$ cat config.mk
export PLATFORM = sky130hd
export DESIGN_NAME = fat_tree_enc_pipe
export DESIGN_NICKNAME = d
export VERILOG_FILES = /design/src/rtl/fat_enc_pkg.sv /design/src/rtl/fat_enc_stage.sv /design/src/rtl/fat_tree_enc_pipe.sv
export SDC_FILE = /design/constraint.sdc
export NUM_CORES = 1
export LEC_CHECK = 0
export CAP_MARGIN = 20
export CORE_UTILIZATION = 60
export CTS_CLUSTER_DIAMETER = 80
export DETAILED_ROUTE_END_ITERATION = 12
export DONT_BUFFER_PORTS = 1
export PLACE_DENSITY = 0.76
export SYNTH_ARGS = -nofsm -noshare
export SYNTH_HDL_FRONTEND = slang
export SYNTH_SLANG_ARGS = --single-unit
export TNS_END_PERCENT = 30
$ cat constraint.sdc
create_clock -name clk -period 8.2 [get_ports clk]
set_input_delay 0.82 -clock clk [delete_from_list [all_inputs] [get_ports clk]]
set_output_delay 0.82 -clock clk [all_outputs]
set_load 0.01 [all_outputs]
$ cat src/rtl/fat_enc_pkg.sv
// fat_enc_pkg: shared helpers for the pipelined fat-tree encoder.
// Tree geometry, partial widths and bus offsets for every level.
package fat_enc_pkg;

  localparam int N_MIN = 16;
  localparam int N_MAX = 1024;

  function automatic int log4(input int n);
    int l;
    l = 0;
    for (int v = n; v > 1; v = v / 4) l++;
    return l;
  endfunction

  // width of one group's count at a level (holds 0..4**lvl)
  function automatic int part_w(input int lvl);
    return 2 * lvl + 1;
  endfunction

  function automatic int grp_n(input int n, input int lvl);
    return n >> (2 * lvl);
  endfunction

  // bit offset of a level's counts in the flattened count bus
  function automatic int cnt_off(input int n, input int lvl);
    int s;
    s = 0;
    for (int k = 0; k < lvl; k++)
      s += grp_n(n, k) * part_w(k);
    return s;
  endfunction

  // bit offset of a level's full/empty bits in their buses
  function automatic int fe_off(input int n, input int lvl);
    int s;
    s = 0;
    for (int k = 0; k < lvl; k++)
      s += grp_n(n, k);
    return s;
  endfunction

  function automatic bit n_in_ok(input int n);
    return (n >= N_MIN) && (n <= N_MAX) &&
           ((1 << (2 * log4(n))) == n);
  endfunction

  function automatic int cw_of(input int n);
    return $clog2(n) + 1;
  endfunction

endpackage

$ cat src/rtl/fat_enc_stage.sv
// fat_enc_stage: one registered 4:1 fat-tree combine level.
// Sums four group counts and ANDs their full/empty bits.
module fat_enc_stage
  import fat_enc_pkg::*;
#(
  parameter int G  = 1,
  parameter int PW = 1
) (
  input  logic                  clk,
  input  logic                  rst,
  input  logic                  i_v,
  input  logic                  i_bub,
  input  logic [4*G*PW-1:0]     i_cnt,
  input  logic [4*G-1:0]        i_full,
  input  logic [4*G-1:0]        i_empty,
  output logic                  o_v,
  output logic                  o_bub,
  output logic [G*(PW+2)-1:0]   o_cnt,
  output logic [G-1:0]          o_full,
  output logic [G-1:0]          o_empty
);

  localparam int OW = PW + 2;

  logic [G*OW-1:0] w_cnt;
  logic [G-1:0]    w_full;
  logic [G-1:0]    w_empty;

  logic            r_v;
  logic            r_bub;
  logic [G*OW-1:0] r_cnt;
  logic [G-1:0]    r_full;
  logic [G-1:0]    r_empty;

  // combine each group of four children into one parent
  always_comb begin
    w_cnt   = '0;
    w_full  = '0;
    w_empty = '0;
    for (int g = 0; g < G; g++) begin
      w_cnt[g*OW +: OW] =
        OW'(i_cnt[(4*g+0)*PW +: PW]) +
        OW'(i_cnt[(4*g+1)*PW +: PW]) +
        OW'(i_cnt[(4*g+2)*PW +: PW]) +
        OW'(i_cnt[(4*g+3)*PW +: PW]);
      w_full[g]  = &i_full[4*g +: 4];
      w_empty[g] = &i_empty[4*g +: 4];
    end
  end

  // level register; data only moves with a valid sample
  always_ff @(posedge clk or posedge rst) begin
    if (rst) begin
      r_v     <= 1'b0;
      r_bub   <= 1'b0;
      r_cnt   <= '0;
      r_full  <= '0;
      r_empty <= '0;
    end else begin
      r_v <= i_v;
      if (i_v) begin
        r_bub   <= i_bub;
        r_cnt   <= w_cnt;
        r_full  <= w_full;
        r_empty <= w_empty;
      end
    end
  end

  assign o_v     = r_v;
  assign o_bub   = r_bub;
  assign o_cnt   = r_cnt;
  assign o_full  = r_full;
  assign o_empty = r_empty;

endmodule

$ cat src/rtl/fat_tree_enc_pipe.sv
// fat_tree_enc_pipe: pipelined thermometer-to-binary encoder.
// Bubble corrector, one rank per 4:1 level, flags, peak hold.
module fat_tree_enc_pipe
  import fat_enc_pkg::*;
#(
  parameter int N_IN      = 64,
  parameter bit BUBBLE_EN = 1'b1,
  parameter int CW        = $clog2(N_IN) + 1
) (
  input  logic            clk,
  input  logic            rst,
  input  logic            valid_in,
  input  logic [N_IN-1:0] data_in,
  input  logic            peak_clr,
  output logic            valid_out,
  output logic [CW-1:0]   code_out,
  output logic            all_zero,
  output logic            all_one,
  output logic            bubble_err,
  output logic [CW-1:0]   peak_code
);

  localparam int LEVELS = log4(N_IN);
  localparam int CB     = cnt_off(N_IN, LEVELS + 1);
  localparam int FB     = fe_off(N_IN, LEVELS + 1);
  localparam int PP     = part_w(LEVELS - 1);
  localparam int PO     = cnt_off(N_IN, LEVELS - 1);
  localparam int LO     = cnt_off(N_IN, LEVELS);
  localparam int LF     = fe_off(N_IN, LEVELS);

  if (!n_in_ok(N_IN) || CW != cw_of(N_IN) ||
      CW != part_w(LEVELS)) begin : g_bad_cfg
    $error("fat_tree_enc_pipe: bad N_IN/CW");
  end

  logic [N_IN-1:0] r_t;
  logic            r_v0;
  logic [N_IN-1:0] w_c;
  logic            w_bub0;

  logic [CB-1:0]   w_cnt;
  logic [FB-1:0]   w_full;
  logic [FB-1:0]   w_empty;
  logic [LEVELS:0] w_v;
  logic [LEVELS:0] w_bub;

  logic [CW-1:0]   w_pk_c;
  logic            w_pk_v;
  logic [CW-1:0]   r_peak;

  // input rank: capture the sampler word on valid cycles
  always_ff @(posedge clk or posedge rst) begin
    if (rst) begin
      r_t  <= '0;
      r_v0 <= 1'b0;
    end else begin
      r_v0 <= valid_in;
      if (valid_in) r_t <= data_in;
    end
  end

  if (BUBBLE_EN) begin : g_bub
    logic [N_IN+1:0] w_ext;
    logic [N_IN-1:0] w_maj;

    // ones below bit 0, zeros above the top bit
    assign w_ext = {1'b0, r_t, 1'b1};

    // 3-tap majority vote around every bit
    always_comb begin
      w_maj = '0;
      for (int i = 0; i < N_IN; i++)
        w_maj[i] = (w_ext[i]   & w_ext[i+1]) |
                   (w_ext[i]   & w_ext[i+2]) |
                   (w_ext[i+1] & w_ext[i+2]);
    end

    assign w_c    = w_maj;
    assign w_bub0 = (w_maj != r_t);
  end else begin : g_byp
    assign w_c    = r_t;
    assign w_bub0 = 1'b0;
  end

  // leaves: every corrected bit is a one-bit group
  assign w_cnt[N_IN-1:0]   = w_c;
  assign w_full[N_IN-1:0]  = w_c;
  assign w_empty[N_IN-1:0] = ~w_c;
  assign w_v[0]            = r_v0;
  assign w_bub[0]          = w_bub0;

  for (genvar l = 1; l <= LEVELS; l++) begin : g_lvl
    localparam int GI = grp_n(N_IN, l - 1);
    localparam int GO = grp_n(N_IN, l);
    localparam int PI = part_w(l - 1);
    localparam int PL = part_w(l);
    localparam int CI = cnt_off(N_IN, l - 1);
    localparam int CO = cnt_off(N_IN, l);
    localparam int FI = fe_off(N_IN, l - 1);
    localparam int FO = fe_off(N_IN, l);

    fat_enc_stage #(
      .G  (GO),
      .PW (PI)
    ) u_stage (
      .clk     (clk),
      .rst     (rst),
      .i_v     (w_v[l-1]),
      .i_bub   (w_bub[l-1]),
      .i_cnt   (w_cnt[CI +: GI*PI]),
      .i_full  (w_full[FI +: GI]),
      .i_empty (w_empty[FI +: GI]),
      .o_v     (w_v[l]),
      .o_bub   (w_bub[l]),
      .o_cnt   (w_cnt[CO +: GO*PL]),
      .o_full  (w_full[FO +: GO]),
      .o_empty (w_empty[FO +: GO])
    );
  end

  // the count the last level is about to load, for peak hold
  assign w_pk_c = CW'(w_cnt[PO + 0*PP +: PP]) +
                  CW'(w_cnt[PO + 1*PP +: PP]) +
                  CW'(w_cnt[PO + 2*PP +: PP]) +
                  CW'(w_cnt[PO + 3*PP +: PP]);
  assign w_pk_v = w_v[LEVELS-1];

  // peak hold: clear wins and seeds from a coincident sample
  always_ff @(posedge clk or posedge rst) begin
    if (rst) begin
      r_peak <= '0;
    end else if (peak_clr) begin
      r_peak <= w_pk_v ? w_pk_c : '0;
    end else if (w_pk_v && (w_pk_c > r_peak)) begin
      r_peak <= w_pk_c;
    end
  end

  assign valid_out  = w_v[LEVELS];
  assign bubble_err = w_bub[LEVELS];
  assign code_out   = w_cnt[LO +: CW];
  assign all_one    = w_full[LF];
  assign all_zero   = w_empty[LF];
  assign peak_code  = r_peak;

endmodule

======== Yosys cells after proc, flatten, opt, wreduce, memory -nomap -nowiden ========
Index checks and enable logic that the tools add are counted.
storage, ports and cells
  word-level logic and storage cells ...... 382
  flip-flop bits (word level) ............. 195
operators by class
  bitwise logic cells ..................... 252
  reduce and logical (&&, ||, !) cells .... 44
  equal/unequal tests ..................... 1
  mux-type cells .......................... 3
  magnitude comparators ................... 1
  add/subtract/negate cells ............... 63
operator list
  operator                number
  AND reduction 4 bit     42
  OR 1 bit                126
  AND 1 bit               125
  adder 3 x 1 -> 3 bit    32
  inequality test 64 bit  1
  inverter 64 bit         1
  adder 5 x 3 -> 5 bit    8
  adder 1 x 1 -> 2 bit    16
  2-to-1 mux 7 bit        3
  adder 3 x 3 -> 4 bit    4
  adder 6 x 5 -> 7 bit    1
  adder 7 x 5 -> 7 bit    1
  > comparator 7 bit      1
  adder 5 x 5 -> 6 bit    1
  nonzero test 2 bit      1
  logical AND 1 bit       1

======== Longest topological paths before layout ========
  word-level depth ........................ 7
  gate-level depth with buffers ........... 16
  mapped depth without buffers ............ 16

======== Cells and area by module ========
Synthesis repeated with hierarchy kept, for this count alone.
unflattened totals
  cells, all modules ...................... 1288
  area, all modules ....................... 12876.1 um^2
modules (own cells, without submodules)
  module                             area each (um^2)  cells each  sequential area each (um^2)  instances
  fat_tree_enc_pipe                  5333.9            660         1801.7                       1
  fat_enc_stage at g_lvl[1].u_stage  4539.4            365         2052.0                       1
  fat_enc_stage at g_lvl[2].u_stage  2118.3            177         750.7                        1
  fat_enc_stage at g_lvl[3].u_stage  884.6             86          275.3                        1

======== Least setup slack after synthesis ========
Ideal clock, no wire load.
  path kind ............................... reg-to-reg
  start ................................... register g_lvl[2].u_stage.r_cnt[1]
  end ..................................... register r_peak[0], in the netlist peak_code[0]
  path slack .............................. 4.532 ns
  period minus slack after synthesis ...... 3.668 ns
  cell stages (with the launch flop) ...... 16
  arrival time ............................ 3.547 ns
  library setup time ...................... 0.121 ns
  data required time ...................... 8.079 ns
  buffers on the path ..................... 0
  path through ............................ dfrtp_1 > inv_1 > fa_1 > inv_1 > fa_1 > ha_1 > fa_1 > a21oi_1 > nor2_1 > nor2_1 > xnor2_1 > ha_1 > nand4_1 > or2_2 > o211a_1 > a22o_1
on the way
  cells in the longest elaborated chain, start to end .. 6
RTL lines
  what                                 line                      RTL
  start: declaration                   fat_enc_stage.sv:31       logic [G*OW-1:0] r_cnt;
  start signal: assignment             fat_enc_stage.sv:63       r_cnt <= w_cnt;
  adder 5 x 5 -> 6 bit                 -
  adder 6 x 5 -> 7 bit                 -
  adder 7 x 5 -> 7 bit                 -
  via g_lvl[3].u_stage.w_cnt[5]        fat_enc_stage.sv:25       logic [G*OW-1:0] w_cnt;
  > comparator 7 bit                   fat_tree_enc_pipe.sv:134  end else if (w_pk_v && (w_pk_c > r_peak)) begin
  logical AND 1 bit                    fat_tree_enc_pipe.sv:134
  nonzero test 2 bit (no source line)  -
  end signal: assignment               fat_tree_enc_pipe.sv:133  r_peak <= w_pk_v ? w_pk_c : '0;
  end signal: assignment               fat_tree_enc_pipe.sv:135  r_peak <= w_pk_c;
  end: declaration                     fat_tree_enc_pipe.sv:49   logic [CW-1:0] r_peak;
The timed path passes the listed nets, and every way through them passes these cells.
A chain may end at the register's enable or synchronous reset.

======== Worst setup path in the final report ========
Same ends and word-level chain as after synthesis.

==> results.json <==
{
  "grt_pass1_wl_um": 38900,
  "grt_use_total_pct": 25.2,
  "start_kind": "register",
  "p_clk_share_pct": 19.4,
  "antenna_cells": 0,
  "cts_tree": "built",
  "yosys_warnings": 0,
  "ys.flop_type": "dfrtp_1",
  "ir_drop_mv": 0.251,
  "cts_post_setup_buffers_inserted": 0,
  "grt_pass1_vias": 7666,
  "synth_edf_count": 0,
  "r2r_setup_slack_ps": 4290,
  "p_leak_nw": 5.84,
  "rsz0062_at_grt": "no",
  "worst-endpoint-required_ps": 8520,
  "synthesis.area_mm2": 0.0117,
  "power_per_cell_area_mw_per_mm2": 353,
  "critPathCapture": "peak_code[0]",
  "dpl.hpwl_um": 17500,
  "io_buffers": 0,
  "placed_cells": 1333,
  "synthTopCellsByCount": "195 x dfrtp_1, 180 x inv_1, 102 x nand2_1",
  "async_flop_share_pct": 100,
  "drv_slew": 0,
  "rr_startpoint": "g_lvl[2].u_stage.o_cnt[1]",
  "yosysMostFrequentCell": "dfrtp_1",
  "r2r_cells": 15,
  "synth_cells": 1133,
  "cp_cell_sequence": "inv_1 > fa_1 > inv_1 > fa_1 > ha_1 > fa_1 > a21oi_1 > nor2_1 > nor2_1 > xnor2_1 > ha_1 > nand4_1 > or2_2 > o211a_1 > a22o_1",
  "clkTransAtPathRegs_ps": 70,
  "fin_cells": 1365,
  "min_path_type": "in2async",
  "cts_hold_buf": 0,
  "critPathMaxFanout": 7,
  "initial_utilization_pct": 61.9,
  "post_cts_resized": 0,
  "synth-seq-cells": 195,
  "syn2layout_area_growth_pct": 5.75,
  "setup-violations-final": 0,
  "clock_insertion_delay_worst_skew_ps": 440,
  "worst_pin_slew_ps": 906,
  "viasPerCell": 5.69,
  "finalCriticalPeriod_ps": 3910,
  "power_frac_comb_pct": 49.3,
  "critical_path.slowest_cell": "fa_1",
  "ios": 86,
  "ant_nets": 0,
  "cts_buffers": 17,
  "cts_sinks": 195,
  "overflow": 0,
  "slew_headroom_pct": 39.6,
  "fin_worst_skew_ps": 11.2,
  "pwr-share-seq_pct": 31.3,
  "yosysSeqAreaShare_pct": 41.7,
  "grt_max_degree": 132,
  "first_iter_violations": 428,
  "synth_area_leaders": "dfrtp_1 42%, ha_1 9.1%, fa_1 7.9%, mux2_2 7.5%, inv_1 5.8%",
  "drc": 0,
  "core_area_mm2": 0.0189,
  "crit_family": "adder cells",
  "syn_nets": 1332,
  "regToRegEndpoint": "peak_code[0]",
  "die_y_um": 142,
  "arrival_ps": 4230,
  "die_area_mm2": 0.0201,
  "synth_area_leader_cell": "dfrtp_1",
  "cts_max_level": 4,
  "fin_tns_setup_ps": 0,
  "avgSynthCellArea_um2": 10.3,
  "status": "completed",
  "wire_per_inst_um": 17.1,
  "cts_root_buffer": "clkbuf_16",
  "antenna_found_initial": 0,
  "fmax_ghz": 0.256,
  "hold_viol_final": 0,
  "finish.utilization_pct": 65.5,
  "synth_cell_types": 55,
  "layout-drive-gt1-share_pct": 11.0,
  "power_switching_mw": 1.72,
  "crit_path_start": "g_lvl[2].u_stage.o_cnt[1]",
  "worst_path_largest_cell_delay_ps": 530,
  "fp-row-count": 50,
  "cpMostUsedCell": "fa_1",
  "synth_top_cell_area_share_pct": 41.7,
  "drtPass1Iterations": 5,
  "fp.dieW_um": 142,
  "max_cap_viol_count": 0,
  "path_buf_inv": 2,
  "internal_power_mw": 2.65,
  "clockBufferDepth": 2,
  "routed_wl_um": 23300,
  "switching_share_pct": 39.3,
  "crit_cells": 15,
  "via_count": 7766,
  "crit_type": "reg2reg",
  "cp-end-kind": "register",
  "p_total_mw": 4.36,
  "nets": 1291,
  "gp_congestion": 0.930,
  "period_share_pct": 47.6
}
## per-stage QoR
stage               instance area, um^2  hold slack (ps)  setup WS [ps]
floorplan                         11700              352           2070
global placement                  11800              481           4360
detailed placement                11800              501           4270
CTS                               12400              399           4280
global route                      12400              392           4090
finish                            12400              403           4290
## power by group through the flow
stage	sequential, mW	clock, mW	combinational, mW
floorplan	1.30	0	1.69
global placement	1.38	0	2.07
detailed placement	1.39	0	2.17
CTS	1.37	0.859	2.18
global route	1.40	0.896	2.49
finish	1.37	0.845	2.15
## worst reg2reg max path, delay by kind of cell, from the launching register on
family	cells	cell delay (ps)
xor gates and xnor gates	1	120
AOI/OAI and AO/OA	3	710
adders and majority gates	5	1930
and+or+nand+nor	4	580
buffers and inverters	2	110
DFF	1	340
## area by class of cell
type                       instances  area [um^2]
clock buffer                      18          439
clock inverter                    14          158
fill                            1470         6520
inverter                         180          683
multi-input combinational        695         5860
sequential                       195         4880
tap                              260          325
timing repair buffer               3         22.5
## layout by cell type, fill, tap and decap left out, types with 16 or more instances in the layout
| cell type | count |
|---|---|
| fa_1 | 46 |
| clkbuf_16 | 17 |
| o32ai_1 | 17 |
| nand4_1 | 28 |
| nand2_1 | 102 |
| mux2_2 | 78 |
| a21oi_1 | 34 |
| ha_1 | 85 |
| o21a_1 | 28 |
| a21o_1 | 33 |
| nor2_1 | 16 |
| dfrtp_1 | 194 |
| maj3_1 | 25 |
| inv_1 | 179 |
| o21ai_0 | 84 |
## worst min path at each step
stage	startpoint	to	slack (ps)	depth (start not counted)
after floorplan	r_v0	g_lvl[1].u_stage.o_v	350	0
after global placement	g_lvl[1].u_stage.o_empty[15]	g_lvl[2].u_stage.o_empty[3]	480	2
after detailed placement	g_lvl[1].u_stage.o_cnt[17]	g_lvl[1].u_stage.o_cnt[17]	500	1
after CTS	valid_in	r_v0	400	0
after global routing	valid_in	r_v0	390	0
final	rst	g_lvl[1].u_stage.o_cnt[1]	400	1
## kinds of logic after synthesis
group	count (synthesis)	share of synthesized area (%)
mux	84	8.02
simple gates	187	7.69
xor+xnor	11	0.824
flops	195	41.7
fa+ha+maj	156	19.1
buf+inv	243	8.19
compound gates	257	14.5
## sequential cells by signal, summed over array words and instances (netlist names)
| register | cells |
|---|---|
| g_lvl.u_stage.o_empty | 21 |
| g_lvl.u_stage.o_cnt | 75 |
| g_lvl.u_stage.o_bub | 3 |
| r_v0 | 1 |
| r_t | 64 |
| g_lvl.u_stage.o_full | 21 |
| g_lvl.u_stage.o_v | 3 |
| peak_code | 7 |
## metal layers
layer | share of wire, % | GRT usage (%) | wire, um | up-vias
li1 | - | - | - | 3746
met1 | 47 | 35.3 | 10900 | 3754
met2 | 44 | 37.5 | 10400 | 223
met3 | 4.8 | 4.89 | 1130 | 43
met4 | 4.1 | 12.6 | 949 | 0
met5 | 0 | 0 | 0 | -
Note: power is estimated with default switching activity, not from simulation.
